`src/rtl/truth_table_sweeper.sv`:
```
// truth_table_sweeper: on-chip exhaustive tester for a small combinational block.
// Walks dut_in through every code, holds each one for SETTLE+1 cycles, samples
// dut_y on the last cycle and compares it with a truth table captured at start.
//
// Handshake: start is a level sampled on the rising edge while the sequencer is
// idle or done. abort is sampled on the rising edge while running. There is no
// backpressure: sample_valid is a one-cycle pulse, and sample_idx/sample_y are
// meaningful only in that cycle.
module truth_table_sweeper #(
    parameter int N_IN   = 3,
    parameter int SETTLE = 4,
    parameter int CNT_W  = 16
) (
    input  logic                 clk,
    input  logic                 rst_n,
    input  logic                 start,
    input  logic                 abort,
    input  logic [2**N_IN-1:0]   expected_tt,
    output logic [N_IN-1:0]      dut_in,
    input  logic                 dut_y,
    output logic                 busy,
    output logic                 done,
    output logic                 pass,
    output logic [N_IN:0]        err_count,
    output logic [N_IN-1:0]      first_err_idx,
    output logic                 sample_valid,
    output logic [N_IN-1:0]      sample_idx,
    output logic                 sample_y,
    output logic [1:0]           dbg_state
);

    localparam logic [N_IN-1:0]  LAST_IDX   = N_IN'((1 << N_IN) - 1);
    localparam logic [CNT_W-1:0] CNT_RELOAD = CNT_W'(SETTLE);

    typedef enum logic [1:0] {
        S_IDLE = 2'd0,
        S_RUN  = 2'd1,
        S_DONE = 2'd2
    } state_t;

    state_t              state_q, state_d;
    logic [2**N_IN-1:0]  tt_q, tt_d;
    logic [N_IN-1:0]     idx_q, idx_d;
    logic [CNT_W-1:0]    cnt_q, cnt_d;
    logic                err_seen_q, err_seen_d;
    logic [N_IN:0]       err_count_q, err_count_d;
    logic [N_IN-1:0]     first_err_q, first_err_d;
    logic                sample_valid_q, sample_valid_d;
    logic [N_IN-1:0]     sample_idx_q, sample_idx_d;
    logic                sample_y_q, sample_y_d;

    // State register and all datapath registers; reset clears everything.
    always_ff @(posedge clk or negedge rst_n) begin
        if (!rst_n) begin
            state_q        <= S_IDLE;
            tt_q           <= '0;
            idx_q          <= '0;
            cnt_q          <= '0;
            err_seen_q     <= 1'b0;
            err_count_q    <= '0;
            first_err_q    <= '0;
            sample_valid_q <= 1'b0;
            sample_idx_q   <= '0;
            sample_y_q     <= 1'b0;
        end else begin
            state_q        <= state_d;
            tt_q           <= tt_d;
            idx_q          <= idx_d;
            cnt_q          <= cnt_d;
            err_seen_q     <= err_seen_d;
            err_count_q    <= err_count_d;
            first_err_q    <= first_err_d;
            sample_valid_q <= sample_valid_d;
            sample_idx_q   <= sample_idx_d;
            sample_y_q     <= sample_y_d;
        end
    end

    // Next-state logic: start from idle/done, settle countdown, sample/compare, abort.
    always_comb begin
        state_d        = state_q;
        tt_d           = tt_q;
        idx_d          = idx_q;
        cnt_d          = cnt_q;
        err_seen_d     = err_seen_q;
        err_count_d    = err_count_q;
        first_err_d    = first_err_q;
        sample_valid_d = 1'b0;
        sample_idx_d   = sample_idx_q;
        sample_y_d     = sample_y_q;

        case (state_q)
            S_IDLE, S_DONE: begin
                // abort is meaningless here, so start alone decides.
                if (start) begin
                    state_d     = S_RUN;
                    tt_d        = expected_tt;
                    idx_d       = '0;
                    cnt_d       = CNT_RELOAD;
                    err_seen_d  = 1'b0;
                    err_count_d = '0;
                    first_err_d = '0;
                end
            end
            S_RUN: begin
                if (abort) begin
                    // Results so far are kept for inspection; the sample is dropped.
                    state_d = S_IDLE;
                    idx_d   = '0;
                end else if (cnt_q != '0) begin
                    cnt_d = cnt_q - CNT_W'(1);
                end else begin
                    sample_valid_d = 1'b1;
                    sample_idx_d   = idx_q;
                    sample_y_d     = dut_y;
                    if (dut_y != tt_q[idx_q]) begin
                        err_count_d = err_count_q + (N_IN+1)'(1);
                        if (!err_seen_q) begin
                            first_err_d = idx_q;
                            err_seen_d  = 1'b1;
                        end
                    end
                    if (idx_q == LAST_IDX) begin
                        // dut_in stays on the last code while done.
                        state_d = S_DONE;
                    end else begin
                        idx_d = idx_q + N_IN'(1);
                        cnt_d = CNT_RELOAD;
                    end
                end
            end
            default: begin
                state_d = S_IDLE;
            end
        endcase
    end

    assign dut_in        = idx_q;
    assign busy          = (state_q == S_RUN);
    assign done          = (state_q == S_DONE);
    assign pass          = (state_q == S_DONE) && (err_count_q == '0);
    assign err_count     = err_count_q;
    assign first_err_idx = first_err_q;
    assign sample_valid  = sample_valid_q;
    assign sample_idx    = sample_idx_q;
    assign sample_y      = sample_y_q;
    assign dbg_state     = state_q;

endmodule

```
`config.mk`:
```
export PLATFORM = sky130hd
export DESIGN_NAME = truth_table_sweeper
export DESIGN_NICKNAME = d
export VERILOG_FILES = /design/src/rtl/truth_table_sweeper.sv
export SDC_FILE = /design/constraint.sdc
export NUM_CORES = 1
export LEC_CHECK = 0
export ABC_CLOCK_PERIOD_IN_PS = 2009
export CORE_UTILIZATION = 50
export CTS_BUF_LIST = sky130_fd_sc_hd__clkbuf_4 sky130_fd_sc_hd__clkbuf_8
export DETAILED_ROUTE_END_ITERATION = 8
export PLACE_DENSITY_LB_ADDON = 0.25
export SETUP_SLACK_MARGIN = 0.15
export SYNTH_ARGS = -nofsm -noshare
export SYNTH_HDL_FRONTEND = slang
export SYNTH_SLANG_ARGS = --single-unit
export TNS_END_PERCENT = 1
```
`constraint.sdc`:
```
create_clock -name clk -period 2.01 [get_ports clk]
set_input_delay 0.201 -clock clk [delete_from_list [all_inputs] [get_ports clk]]
set_output_delay 0.201 -clock clk [all_outputs]
set_load 0.02 [all_outputs]
```
* Yosys cells after proc, flatten, opt, wreduce, memory -nomap -nowiden
Index checks and enable logic that the tools add are counted.
** Word-level totals
- Bits in registers :: 42
- Input bits :: 13
- Logic and storage cells :: 77
- Output and inout bits :: 20
** Cells by class
- Bitwise logic cells :: 2
- Reduce and logical (&&, ||, !) cells :: 13
- Mux-type cells :: 35
- $lt $le $gt $ge :: 1
- Add/subtract/negate cells :: 3
- Equal/unequal tests :: 13
** Operators with widths (count)
- two-way mux 16 bit :: 4
- case mux 16 bit (2 select lines) :: 1
- two-way mux 3 bit :: 8
- two-way mux 4 bit :: 4
- nonzero test 16 bit :: 1
- subtractor 16 x 1 -> 16 bit (second input constant) :: 1
- case mux 3 bit (2 select lines) :: 2
- inequality test 3 bit (second input constant) :: 3
- two-way mux 1 bit :: 8
- two-way mux 2 bit :: 4
- inequality test 2 bit (second input constant) :: 4
- case mux 4 bit (2 select lines) :: 1
- AND reduction 4 bit :: 2
- AND reduction 3 bit :: 2
- AND reduction 6 bit :: 1
- AND reduction 5 bit :: 1
- adder 4 x 1 -> 4 bit (second input constant) :: 1
- zero test 4 bit :: 1
- less-than comparator 3 x 4 -> 1 bit (second input constant) :: 1
- case mux 2 bit (2 select lines) :: 1
- adder 3 x 1 -> 3 bit (second input constant) :: 1
- binary-select mux 1 bit (select 3 bit) :: 1
- equality test 3 bit (second input constant) :: 1
- inequality test 3 x 2 -> 1 bit (second input constant) :: 1
- other kinds (11) :: 12

* Depth between registers and ports, before layout
Gate-level depths: netlist of run 1.
- Depth after elaboration :: 7
- Gate-level depth with buffers :: 8
- Depth with buffers taken out :: 7

* Worst setup path after synthesis of run 1
Ideal clock, no wire load.
- Path type :: reg2reg
- From :: register idx_q[0], in the netlist dut_in[0]
- To :: register err_count_q[0], in the netlist err_count[0]
- Period minus slack after synthesis :: 2095 ps
- Library setup time :: 121 ps
- Data required time :: 1889 ps
- Buffers on the path :: 0
- Setup slack :: -85 ps
- Arrival :: 1974 ps
- Cell stages (with the launch flop) :: 6
- Cells stage by stage :: dfrtp_1 -> mux4_1 -> mux2i_4 -> xnor2_2 -> o22ai_1 -> a22o_2
** On the way
- Cells in the longest elaborated chain, start to end :: 5
** RTL lines
- from (decl) :: line 43 : logic [N_IN-1:0] idx_q, idx_d;
- from (signal assigned) :: line 68 : idx_q <= idx_d;
- binary-select mux 1 bit (select 3 bit) :: line 116 : if (dut_y != tt_q[idx_q]) begin
- two-way mux 1 bit (not written as such) :: line 116
- inequality test 1 bit :: line 116
- inequality test 2 x 1 -> 1 bit (no source line)
- AND reduction 5 bit (no source line)
- to (signal assigned) :: line 71 : err_count_q <= err_count_d;
- to (decl) :: line 46 : logic [N_IN:0] err_count_q, err_count_d;
Every way passes these cells. The select of a mux whose other input is x is not followed.
A chain may end at the register's enable or synchronous reset.

* Worst setup path after layout of run 1
- From :: register cnt_q[1]
- To :: register cnt_q[15]
** On the way
- Cells in the longest elaborated chain, start to end :: 4
- Elaborated cells on any way between the ends :: 7
- Classes of those cells :: add/sub: 1; eq/ne: 1; mux: 3; reduce/logical: 2
** RTL lines
- from (decl) :: line 44 : logic [CNT_W-1:0] cnt_q, cnt_d;
- from (signal assigned) :: line 69 : cnt_q <= cnt_d;
- subtractor 16 x 1 -> 16 bit or nonzero test 16 bit (tied branches) :: line 111, 110
- two-way mux 16 bit :: line 110 : end else if (cnt_q != '0) begin
- two-way mux 16 bit :: line 106 : if (abort) begin
- case mux 16 bit (2 select lines) :: line 92 : case (state_q)
Parallel ways exist; a longest one is shown, timed or not. The select of a mux whose other input is x is not followed.

==> summary.md, run 1 <==
| Metric | Value |
|---|---|
| Status | `complete, no violations` |
| Highest-count cells in the layout ignoring fill and taps | `nand2_1, dfrtp_1, clkdlybuf4s50_1, buf_4, nor2_1` |
| Starting density of the core | `a little over half` |
| Fraction of registers with async set/reset | `between 90% and 100%` |
| CP max FO | `9` |
| DIE AREA | `about 4700 sq um` |
| Core area | `4140 sq um` |
| # nets final | `between 200 and 300` |
| Setup crit end kind | `flip-flop` |
| Avg Inst Size Synth | `10.0 sq um` |
| Synthesized net count | `240` |
| Max Cap Viol | `0` |
| Largest net degree at the start of global routing | `20` |
| Final Hold Fails | `0` |
| Worst Tran Pin Value | `about 0.4 ns` |
| Mapped Area | `approximately 2200 sq um` |
| Ports | `33` |
| Commonest non-fill, non-tap cell in the layout | `nand2_1` |
| Layout cells sized above 1 | `a little over a quarter` |
| GPL Wtd Cong | `about 0.80` |
| Total grt overflow | `0` |
| TritonCTS clock tree | `yes` |
| Post-synth top flop | `dfrtp_1` |
| RSZ-0062 raised after global routing | `yes` |
| Synth cell types | `between 50 and 60` |
| Vias in the first global route | `about 1600` |
| Multi-input logic area | `approximately 1200 sq um` |
| Max_slew headroom | `just over 70%` |
| Drt pass-1 iters | `4` |
| Clock share of power | `a little under a fifth` |
| GR Util All Layers | `around a quarter` |
| Clk buf depth | `2` |
| Drc violations | `0` |
| Worst-Skew Late Latency | `0.30 ns` |
| Sequential area share after synthesis | `between 40% and 50%` |
| Pwr Total | `roughly 3.6 mW` |
| FF/Latch Area | `about 1100 sq um` |
| Crit path arrival time | `~2.1 ns` |
| Routed Wire Length | `approximately 5.2 mm` |
| DPL Wire Length | `3.45 mm` |
| Vias/cell | `~5.6` |
| Die W | `68.7 um` |
| Power Dens Cells | `around 1200 nW/um^2` |
| Number of flops mapped to enable cells by yosys | `0` |
| Fin Setup TNS | `0 ns` |
| VDD IR max | `between 0.6 and 0.7 mV` |
| First-pass GRT wire length | `a little over 8 mm` |
| Avg WL per Cell | `between 15 and 20 um` |
| Crit-path cells | `inv_2 -> ha_4 -> nor4b_4 -> nand4_4 -> o21ai_2 -> and2_1 -> buf_4 -> nor2_1` |
| Root Buffer | `clkbuf_8` |
| CP max stage cell | `dfrtp_1` |
| Internal | `2.22 mW` |
| Switch Pwr | `approximately 1.4 mW` |
| Vias | `about 1800` |
| # H-tree levels | `2` |
| Min-delay worst type | `in2async` |
| N_diodes | `0` |
| Hold Slack | `between 0.2 and 0.3 ns` |
| Type of the worst setup path | `reg2reg` |
| Part of the cycle the worst path needs | `slightly above 90%` |
| Worst Setup SP | `cnt_q[1]$_DFFE_PN0P_` |
| Sequential Power Share | `36.6%` |
| CTS Buf Count | `5` |
| Worst R2R Start | `cnt_q[1]$_DFFE_PN0P_` |
| Sw frac | `38.2%` |
| Leakage | `around 1.4 nW` |
| Comb power frac | `between 40% and 50%` |
| FP Rows | `23` |
| Fin. max-slew vios | `0` |
| Clk_skew | `0.00928 ns` |
| DR iter-0 viols | `118` |
| Filler cell count | `291` |
| Mapped Cells | `222` |
| Post-DRT Antenna Nets | `0` |
| IO Port Bufs | `32` |
| Die Y | `68.7 um` |
| Critical Path RT | `between 2 and 2.5 ns` |
| Synth Warn # | `0` |
| Synth Register Bits | `42` |
| Post-Place Cells | `between 300 and 400` |
| Clock sink total | `42` |
| Final setup vio count | `0` |
| Slowest stage delay, CP | `approximately 0.41 ns` |
| Post-route minimum period | `~1.9 ns` |
| Startpoint types | `flip-flop` |
| Clock slew at reported path FFs | `roughly 0.080 ns` |
| Non-Filler Instances | `~330` |
| Initial antenna violation count | `0` |
| F_max | `0.537 GHz` |
| Area delta synth->final | `35.9%` |
## cell usage after synthesis (2+ instances only)
cell type  count  share of area (%)
mux4_1         2                2.4
inv_1          8                1.3
a22o_1         5                2.0
nand3_1       11                2.5
ha_1           5                2.8
clkbuf_1       3               0.51
or4_1          3                1.0
o22ai_1        2               0.56
o211ai_1       5                1.7
nor4_4         2                1.9
xor2_1         7                2.8
nor4b_1        2               0.79
dfrtp_1       42                 47
nor3b_1        2               0.67
nor4_1         3               0.84
o21ai_0        5                1.1
and2_1         2               0.56
a21oi_1        3               0.67
nand2b_1       4                1.1
xnor2_1        3                1.2
nor3_1         6                1.3
nor2_1        20                3.4
nand2_1       46                7.8
nor2b_1        3               0.84
## final cells by class
type,instances,share of cell area (%)
timing repair buffer,57,17.0
clock buffer,6,2.52
clock inverter,2,1.24
tap,50,2.07
sequential,42,34.9
inverter,8,0.993
multi-input combinational,167,41.3
## sequential cells by signal, summed over array words and instances, names as in the netlist
register / cells
cnt_q: 16
dut_in: 3
sample_y: 1
sample_valid: 1
dbg_state: 2
sample_idx: 3
err_seen_q: 1
first_err_idx: 3
tt_q: 8
err_count: 4
## routing by layer
layer,up-vias,global-route usage (%),wire length [um]
li1,906,-,-
met1,885,33.8,2520
met2,46,35.4,2500
met3,7,5.10,170
met4,0,5.61,53
met5,-,0,0
## kinds of logic after synthesis
kind of cell	Yosys count	share of synthesized area (%)
flops	42	47.2
simple gates	115	27.7
compound gates	31	11.0
fa+ha+maj	5	2.81
xor+xnor	11	4.67
mux	5	4.33
buf+inv	13	2.31
## path summary, 6_finish.rpt
path / end / slack, ns / depth (start not counted)
min in group clk: tt_q[6]$_DFFE_PN0P_ / 0.42 / 3
hold reg to reg: sample_idx[2]$_DFFE_PN0P_ / 0.47 / 2
setup / recovery: cnt_q[15]$_DFFE_PN0P_ / 0.15 / 8
max in group asynchronous: dut_in[1]$_DFFE_PN0P_ / 1.19 / 3
hold / removal: tt_q[1]$_DFFE_PN0P_ / 0.29 / 2
setup reg to reg: cnt_q[15]$_DFFE_PN0P_ / 0.15 / 8
## repair_timing
item	in CTS	in global routing
hold endpoints to repair	9	0
gates resized for setup	15	17
endpoints found under the setup margin	32	34
hold buffers	1	0
pin swaps	5	11
setup buffers	0	8
## power by group through the flow
stage	registers, mW	logic, mW	clock network [mW]
after CTS	1.30	1.31	0.689
final	1.32	1.59	0.683
after floorplan	1.31	0.831	0
after global routing	1.34	1.73	0.721
after global placement	1.29	1.24	0
after detailed placement	1.30	1.25	0
## critical path: cells and delay by family (launching register included)
family                   cells  cell delay (ns)
flip-flops                   1             0.41
AO/OA/AOI/OAI                1             0.20
buffers and inverters        2             0.28
AND/OR/NAND/NOR              4             0.70
adder cells (fa/ha/maj)      1             0.15
## per-stage QoR
step	cell area (sq um)	worst slack [ns]	util (%)
floorplan	2240	0.107	-
global placement	2720	0.0664	65.6
detailed placement	2720	0.0307	65.6
CTS	2890	0.109	69.7
global route	3020	0.0680	72.9
finish	3020	0.148	72.9
Note: power is estimated with default switching activity, not from simulation.
==> run 2: changes to the inputs <==
--- a/config.mk
+++ b/config.mk
@@ -6,9 +6,11 @@
 export NUM_CORES = 1
 export LEC_CHECK = 0
 export ABC_CLOCK_PERIOD_IN_PS = 2009
-export CORE_UTILIZATION = 50
+export CORE_MARGIN = 8
+export CORE_UTILIZATION = 55
 export CTS_BUF_LIST = sky130_fd_sc_hd__clkbuf_4 sky130_fd_sc_hd__clkbuf_8
 export DETAILED_ROUTE_END_ITERATION = 8
+export DONT_BUFFER_PORTS = 1
 export PLACE_DENSITY_LB_ADDON = 0.25
 export SETUP_SLACK_MARGIN = 0.15
 export SYNTH_ARGS = -nofsm -noshare
==> run 2 against run 1 <==
  * Register-to-register slack lost 0.06 ns
  * Non-clock buffer count shrank 26
  * Die area grew 34%
  * Utilization shrank 2.4 points
  * Sequential share of layout area grew 3.0 points
  * Final area shrank 8.0%
  * Setup slack lost 0.060 ns
  * Clock power grew 18%
  * Via count shrank 4.0%
  * Global-route usage shrank 5.7 points
  * Combinational power shrank 20%
  * Critical path type unchanged
  * Largest cell class unchanged
==> summary.md, run 2 (synthesized netlist as in run 1, its figures left out) <==
| Metric | Value |
|---|---|
| Startpoint types | `flip-flop` |
| Drc violations | `0 (unchanged)` |
| CP max FO | `6 (-3)` |
| Status | `complete, no violations` |
| Routed Wire Length | `5.21 mm (-0.69%)` |
| Clock slew at reported path FFs | `0.09 ns (about the same)` |
| Ports | `33 (unchanged)` |
| Cell area after placement | `2420 sq um (-11%)` |
| Final setup vio count | `0 (unchanged)` |
| Fin. max-slew vios | `0 (unchanged)` |
| Worst-Skew Late Latency | `0.30 ns (about the same)` |
| N_diodes | `0 (unchanged)` |
| Design Area, Final | `2780 sq um (-8.0%)` |
| Drt pass-1 iters | `4 (unchanged)` |
| GPL Wtd Cong | `0.822 (+2.3%)` |
| GR Util All Layers | `17.6% (-5.7 points)` |
| Clock sink total | `42 (unchanged)` |
| Initial antenna violation count | `0 (unchanged)` |
| Post-DRT Antenna Nets | `0 (unchanged)` |
| Leakage | `1.28 nW (-6.3%)` |
| VDD IR max | `0.595 mV (-13%)` |
| TritonCTS clock tree | `yes` |
| FP Rows | `23 (unchanged)` |
| Vias in the first global route | `1803 (+10%)` |
| Setup crit end kind | `flip-flop` |
| DR iter-0 viols | `144 (+22%)` |
| Highest-count cells in the layout ignoring fill and taps | `nand2_1, dfrtp_1, nor2_1, buf_4, nand3_1` |
| Area delta synth->final | `25.0%` |
| Setup ws final | `0.0882 ns (-0.0602 ns)` |
| Clk_skew | `0.00703 ns (-0.00224 ns)` |
| Max Cap Viol | `0 (unchanged)` |
| Vias | `1770 (-4.0%)` |
| Commonest non-fill, non-tap cell in the layout | `nand2_1` |
| Avg WL per Cell | `17.0 um (+7.8%)` |
| Layout cells sized above 1 | `23.8% (-2.4 points)` |
| Largest net degree at the start of global routing | `43 (+110%)` |
| Die W | `79.6 um (+16%)` |
| Worst Tran Pin Value | `0.507 ns (+0.101 ns)` |
| Crit path arrival time | `2.13 ns (+0.08 ns)` |
| Final Hold Fails | `0 (unchanged)` |
| F_max | `0.520 GHz (-3.1%)` |
| Post-route minimum period | `1.92 ns (+0.0602 ns)` |
| Max FFs per register | `16 (unchanged)` |
| Vias/cell | `5.78 (+4.1%)` |
| Part of the cycle the worst path needs | `95.6% (+3.0 points)` |
| # nets final | `273 (-8.7%)` |
| Min-delay worst type | `in2reg` |
| Root Buffer | `clkbuf_8` |
| Die Y | `79.6 um (+16%)` |
| Setup WS pre-CTS | `0.0434 ns (+0.0128 ns)` |
| Largest Register | `cnt_q` |
| Core area | `3940 sq um (-4.9%)` |
| Type of the worst setup path | `reg2reg` |
| Fin Setup TNS | `0 ns (unchanged)` |
| DIE AREA | `6340 sq um (+34%)` |
| DPL Wire Length | `3.58 mm (+3.7%)` |
| Total grt overflow | `0 (unchanged)` |
| Clk buf depth | `2 (unchanged)` |
| Max_slew headroom | `65.9% (-6.8 points)` |
| # H-tree levels | `2 (unchanged)` |
| Power Dens Cells | `1240 nW/um^2 (+4.2%)` |
| CTS Buf Count | `5 (unchanged)` |
| IO Port Bufs | `0 (-100%)` |
| Critical Path RT | `2.22 ns (+0.02 ns)` |
| First-pass GRT wire length | `8.90 mm (+10%)` |
| Starting density of the core | `56.4% (+2.7 points)` |
| RSZ-0062 raised after global routing | `yes` |
[run 2: cell types whose count changed in the layout (fill, tap and decap cells not counted), sizes merged, moves of 2 or more]
cell / delta
clkdlybuf4s50: -29
dlygate4sd3: +7
buf: -2
dlygate4sd2: -2
[run 2: metal layers]
metal | routed length, um | track usage (%)
met3 | 273 | 6.08
met1 | 2290 | 22.3
met2 | 2570 | 27.6
met5 | 0 | 0
met4 | 73 | 5.19
[run 2: worst paths after layout]
| check | startpoint | end | slack (ns) | depth (start not counted) |
|---|---|---|---|---|
| min reg2reg | tt_q[4]$_DFFE_PN0P_ | tt_q[4]$_DFFE_PN0P_ | 0.49 | 2 |
| min | dut_y | sample_y$_DFFE_PN0P_ | 0.01 | 2 |
| min in group asynchronous | rst_n | cnt_q[11]$_DFFE_PN0P_ | 0.35 | 2 |
| max in group asynchronous | rst_n | dut_in[1]$_DFFE_PN0P_ | 1.45 | 2 |
| max | cnt_q[4]$_DFFE_PN0P_ | cnt_q[1]$_DFFE_PN0P_ | 0.09 | 7 |
| max reg2reg | cnt_q[4]$_DFFE_PN0P_ | cnt_q[1]$_DFFE_PN0P_ | 0.09 | 7 |
[run 2: area by class of cell]
cell class	count	area, sq um
multi-input cells	167	1210
fillers	283	1160
flip-flops and latches	42	1050
repair buffers	31	285
clock buffers	5	68.8
clock inverters	3	68.8
well taps	50	62.6
inverters	8	30.0
[run 2: stage by stage]
| step | power [mW] | hold slack (ns) | utilization (%) | instances |
|---|---|---|---|---|
| after floorplan | 2.14 | -0.0946 | - | 222 |
| after global placement | 2.39 | -0.0933 | 61.3 | 283 |
| after detailed placement | 2.43 | -0.0932 | 61.3 | 283 |
| after CTS | 3.39 | 0.00686 | 69.2 | 305 |
| after global routing | 3.67 | 0.00679 | 70.5 | 306 |
| final | 3.44 | 0.0102 | 70.5 | 306 |
[run 2: critical path: stages (launching register included)]
cell	delay, ns
dfrtp_1	0.47
nor4_4	0.45
nand4_4	0.18
buf_6	0.19
o21ai_4	0.18
buf_4	0.16
inv_1	0.05
o22ai_1	0.16
[run 2: what timing repair did]
item / CTS / global route
pin swaps: 5 / 4
hold endpoints to repair: 49 / 0
endpoints found under the setup margin: 28 / 29
setup buffers: 5 / 1
resized for setup: 7 / 9
hold buffers: 9 / 0
[run 2: where the power goes]
| part | switching (mW) | total [mW] | leakage [nW] | internal, mW |
|---|---|---|---|---|
| registers | 0.324 | 1.36 | 0.552 | 1.04 |
| logic | 0.669 | 1.27 | 0.663 | 0.606 |
| clock network | 0.309 | 0.807 | 0.0683 | 0.498 |
| total | 1.30 | 3.44 | 1.28 | 2.14 |
==> run 3: changes to the inputs <==
==> constraint.sdc (replaced) <==
create_clock -name clk -period 2.01 [get_ports clk]
set_input_delay 0.201 -clock clk [delete_from_list [all_inputs] [get_ports clk]]
set_output_delay 0.201 -clock clk [all_outputs]
set_load 0.05 [all_outputs]
==> run 3 against run 2 <==
  * Sequential share of layout area up 1.1 points
  * Sequential power about the same
  * Critical path depth increased by 1
  * Combinational power increased by 5%
  * Clock skew increased by 0.0049 ns
  * Critical path type unchanged
  * Largest power group unchanged
  * Highest routed layer unchanged
==> summary.md, run 3 (synthesized netlist as in run 1, its figures left out) <==
| Metric | Value |
|---|---|
| Worst Tran Pin Value | `0.587 ns (+0.0797 ns)` |
| Ports | `33 (unchanged)` |
| F_max | `0.520 GHz (about the same)` |
| Worst R2R Start | `cnt_q[0]$_DFFE_PN0P_` |
| DPL Wire Length | `3.46 mm (-3.2%)` |
| Post-route minimum period | `1.92 ns (-0.000479 ns)` |
| Clk buf depth | `2 (unchanged)` |
| VDD IR max | `0.520 mV (-13%)` |
| GR Util All Layers | `16.4% (-1.2 points)` |
| Initial antenna violation count | `0 (unchanged)` |
| Avg WL per Cell | `17.0 um (about the same)` |
| Hold Slack | `0.0166 ns (+0.00642 ns)` |
| RSZ-0062 raised after global routing | `yes` |
| Final setup vio count | `0 (unchanged)` |
| Leakage | `1.24 nW (-3.5%)` |
| Max FFs per register | `16 (unchanged)` |
| Crit-path cells | `inv_1 -> ha_2 -> nor2b_1 -> nand3_2 -> nor3_2 -> buf_4 -> nand4b_1 -> nand3_1` |
| Max_slew headroom | `60.9% (-5.1 points)` |
| DR iter-0 viols | `125 (-13%)` |
| CTS Buf Count | `5 (unchanged)` |
| N_diodes | `0 (unchanged)` |
| Setup crit end kind | `flip-flop` |
| Hold EP | `tt_q[6]$_DFFE_PN0P_` |
| Largest net degree at the start of global routing | `43 (unchanged)` |
| CP max FO | `4 (-2)` |
| Die W | `79.6 um (unchanged)` |
| Worst-Skew Late Latency | `0.29 ns (about the same)` |
| Fin Setup TNS | `0 ns (unchanged)` |
| Reg2Reg Setup Slack | `0.09 ns (about the same)` |
| Critical Path RT | `2.24 ns (+0.02 ns)` |
| Final Hold Fails | `0 (unchanged)` |
| Post-DRT Antenna Nets | `0 (unchanged)` |
| IO Port Bufs | `0 (unchanged)` |
| Total grt overflow | `0 (unchanged)` |
| R2R depth | `8 (+1)` |
| DIE AREA | `6340 sq um (unchanged)` |
| TritonCTS clock tree | `yes` |
| Min-delay worst type | `in2reg` |
| Vias/cell | `5.82 (+0.60%)` |
| Highest-count cells in the layout ignoring fill and taps | `nand2_1, dfrtp_1, nor2_1, buf_4, nand3_1` |
| Crit path arrival time | `2.15 ns (+0.02 ns)` |
| Commonest non-fill, non-tap cell in the layout | `nand2_1` |
| Starting density of the core | `56.4% (unchanged)` |
| Routed Wire Length | `5.07 mm (-2.7%)` |
| GPL Wtd Cong | `0.788 (-4.2%)` |
| Power Dens Cells | `1250 nW/um^2 (+1.3%)` |
| Type of the worst setup path | `reg2reg` |
| Drc violations | `0 (unchanged)` |
| Clock slew at reported path FFs | `0.09 ns (about the same)` |
| Max Cap Viol | `0 (unchanged)` |
| Core Util, Final | `68.7% (-1.8 points)` |
| Clk_skew | `0.0119 ns (+0.00489 ns)` |
| Fin. max-slew vios | `0 (unchanged)` |
| Slowest stage delay, CP | `0.42 ns (-0.05 ns)` |
| Startpoint types | `flip-flop` |
| Drt pass-1 iters | `4 (unchanged)` |
| Part of the cycle the worst path needs | `95.6% (about the same)` |
| Reg2reg end | `err_count[2]$_DFFE_PN0P_` |
| Clock sink total | `42 (unchanged)` |
| Pwr Total | `3.40 mW (-1.3%)` |
| Vias in the first global route | `1731 (-4.0%)` |
| FP Rows | `23 (unchanged)` |
| CP max stage cell | `dfrtp_1` |
| Hold path startpoint | `expected_tt[6]` |
| Core area | `3940 sq um (unchanged)` |
| Area delta synth->final | `21.8%` |
| Largest Register | `cnt_q` |
| WHS Path Cells | `2 (unchanged)` |
| Die Y | `79.6 um (unchanged)` |
| First-pass GRT wire length | `8.35 mm (-6.2%)` |
| Root Buffer | `clkbuf_8` |
| # H-tree levels | `2 (unchanged)` |
| Status | `complete, no violations` |
| Vias | `1734 (-2.0%)` |
| Layout cells sized above 1 | `27.0% (+3.2 points)` |
| # nets final | `265 (-2.9%)` |
run 3: cell count changes in the layout (fill, tap and decap cells not counted), moves of 2 or more:
cell,delta
dlygate4sd3_1,-6
dfrtp_1,-2
dfrtp_2,+2
clkbuf_4,+2
o22ai_2,+2
buf_4,-2
run 3: layout make-up:
type | instances | area [sq um]
clock buffer | 7 | 83.8
inverter | 8 | 33.8
timing repair buffer | 23 | 210
tap | 50 | 62.6
clock inverter | 1 | 30.0
sequential | 42 | 1060
fill | 297 | 1230
multi-input combinational | 167 | 1230
run 3: layer usage:
metal | wire (um) | track usage (%)
met1 | 2260 | 21.3
met4 | 91 | 6.67
met5 | 0 | 0
met3 | 280 | 3.72
met2 | 2440 | 25.8
run 3: stage by stage:
step | instances | setup slack [ns] | cell area [sq um]
6_report | 298 | 0.0887 | 2710
5_1_grt | 298 | -0.000547 | 2710
4_1_cts | 297 | 0.0883 | 2630
3_5_place_dp | 286 | 0.0888 | 2450
3_3_place_gp | 286 | 0.100 | 2450
2_1_floorplan | 222 | -0.00671 | 2250
run 3: where the power goes:
group          switching (mW)  total, mW  leakage (nW)  internal [mW]
logic                   0.757       1.33         0.630          0.570
registers               0.353       1.39         0.549           1.04
clock network           0.281      0.680        0.0593          0.399
run 3: timing repair:
item | CTS | global route
buffers inserted | 0 | 1
hold endpoints to repair | 43 | 0
hold buffers | 3 | 0
gates resized for setup | 5 | 15
endpoints found under the setup margin | 25 | 34
pin swaps | 0 | 9
run 3: critical path: cells and delay by family (launching register included):
kind                     cells  cell delay (ns)
AND/OR/NAND/NOR              5             0.98
adder cells (fa/ha/maj)      1             0.20
buffers and inverters        2             0.27
flip-flops                   1             0.42
run 3: worst max-delay path by stage:
stage	from	to	slack (ns)	cells after the start
final	cnt_q[0]$_DFFE_PN0P_	err_count[2]$_DFFE_PN0P_	0.09	8
after CTS	dut_in[0]$_DFFE_PN0P_	first_err_idx[2]$_DFFE_PN0P_	0.09	5
after detailed placement	dut_in[0]$_DFFE_PN0P_	cnt_q[12]$_DFFE_PN0P_	0.09	7
after floorplan	dut_in[0]$_DFFE_PN0P_	first_err_idx[2]$_DFFE_PN0P_	-0.007	5
after global placement	dut_in[0]$_DFFE_PN0P_	cnt_q[12]$_DFFE_PN0P_	0.10	7
after global routing	cnt_q[11]$_DFFE_PN0P_	cnt_q[4]$_DFFE_PN0P_	-0.0005	7
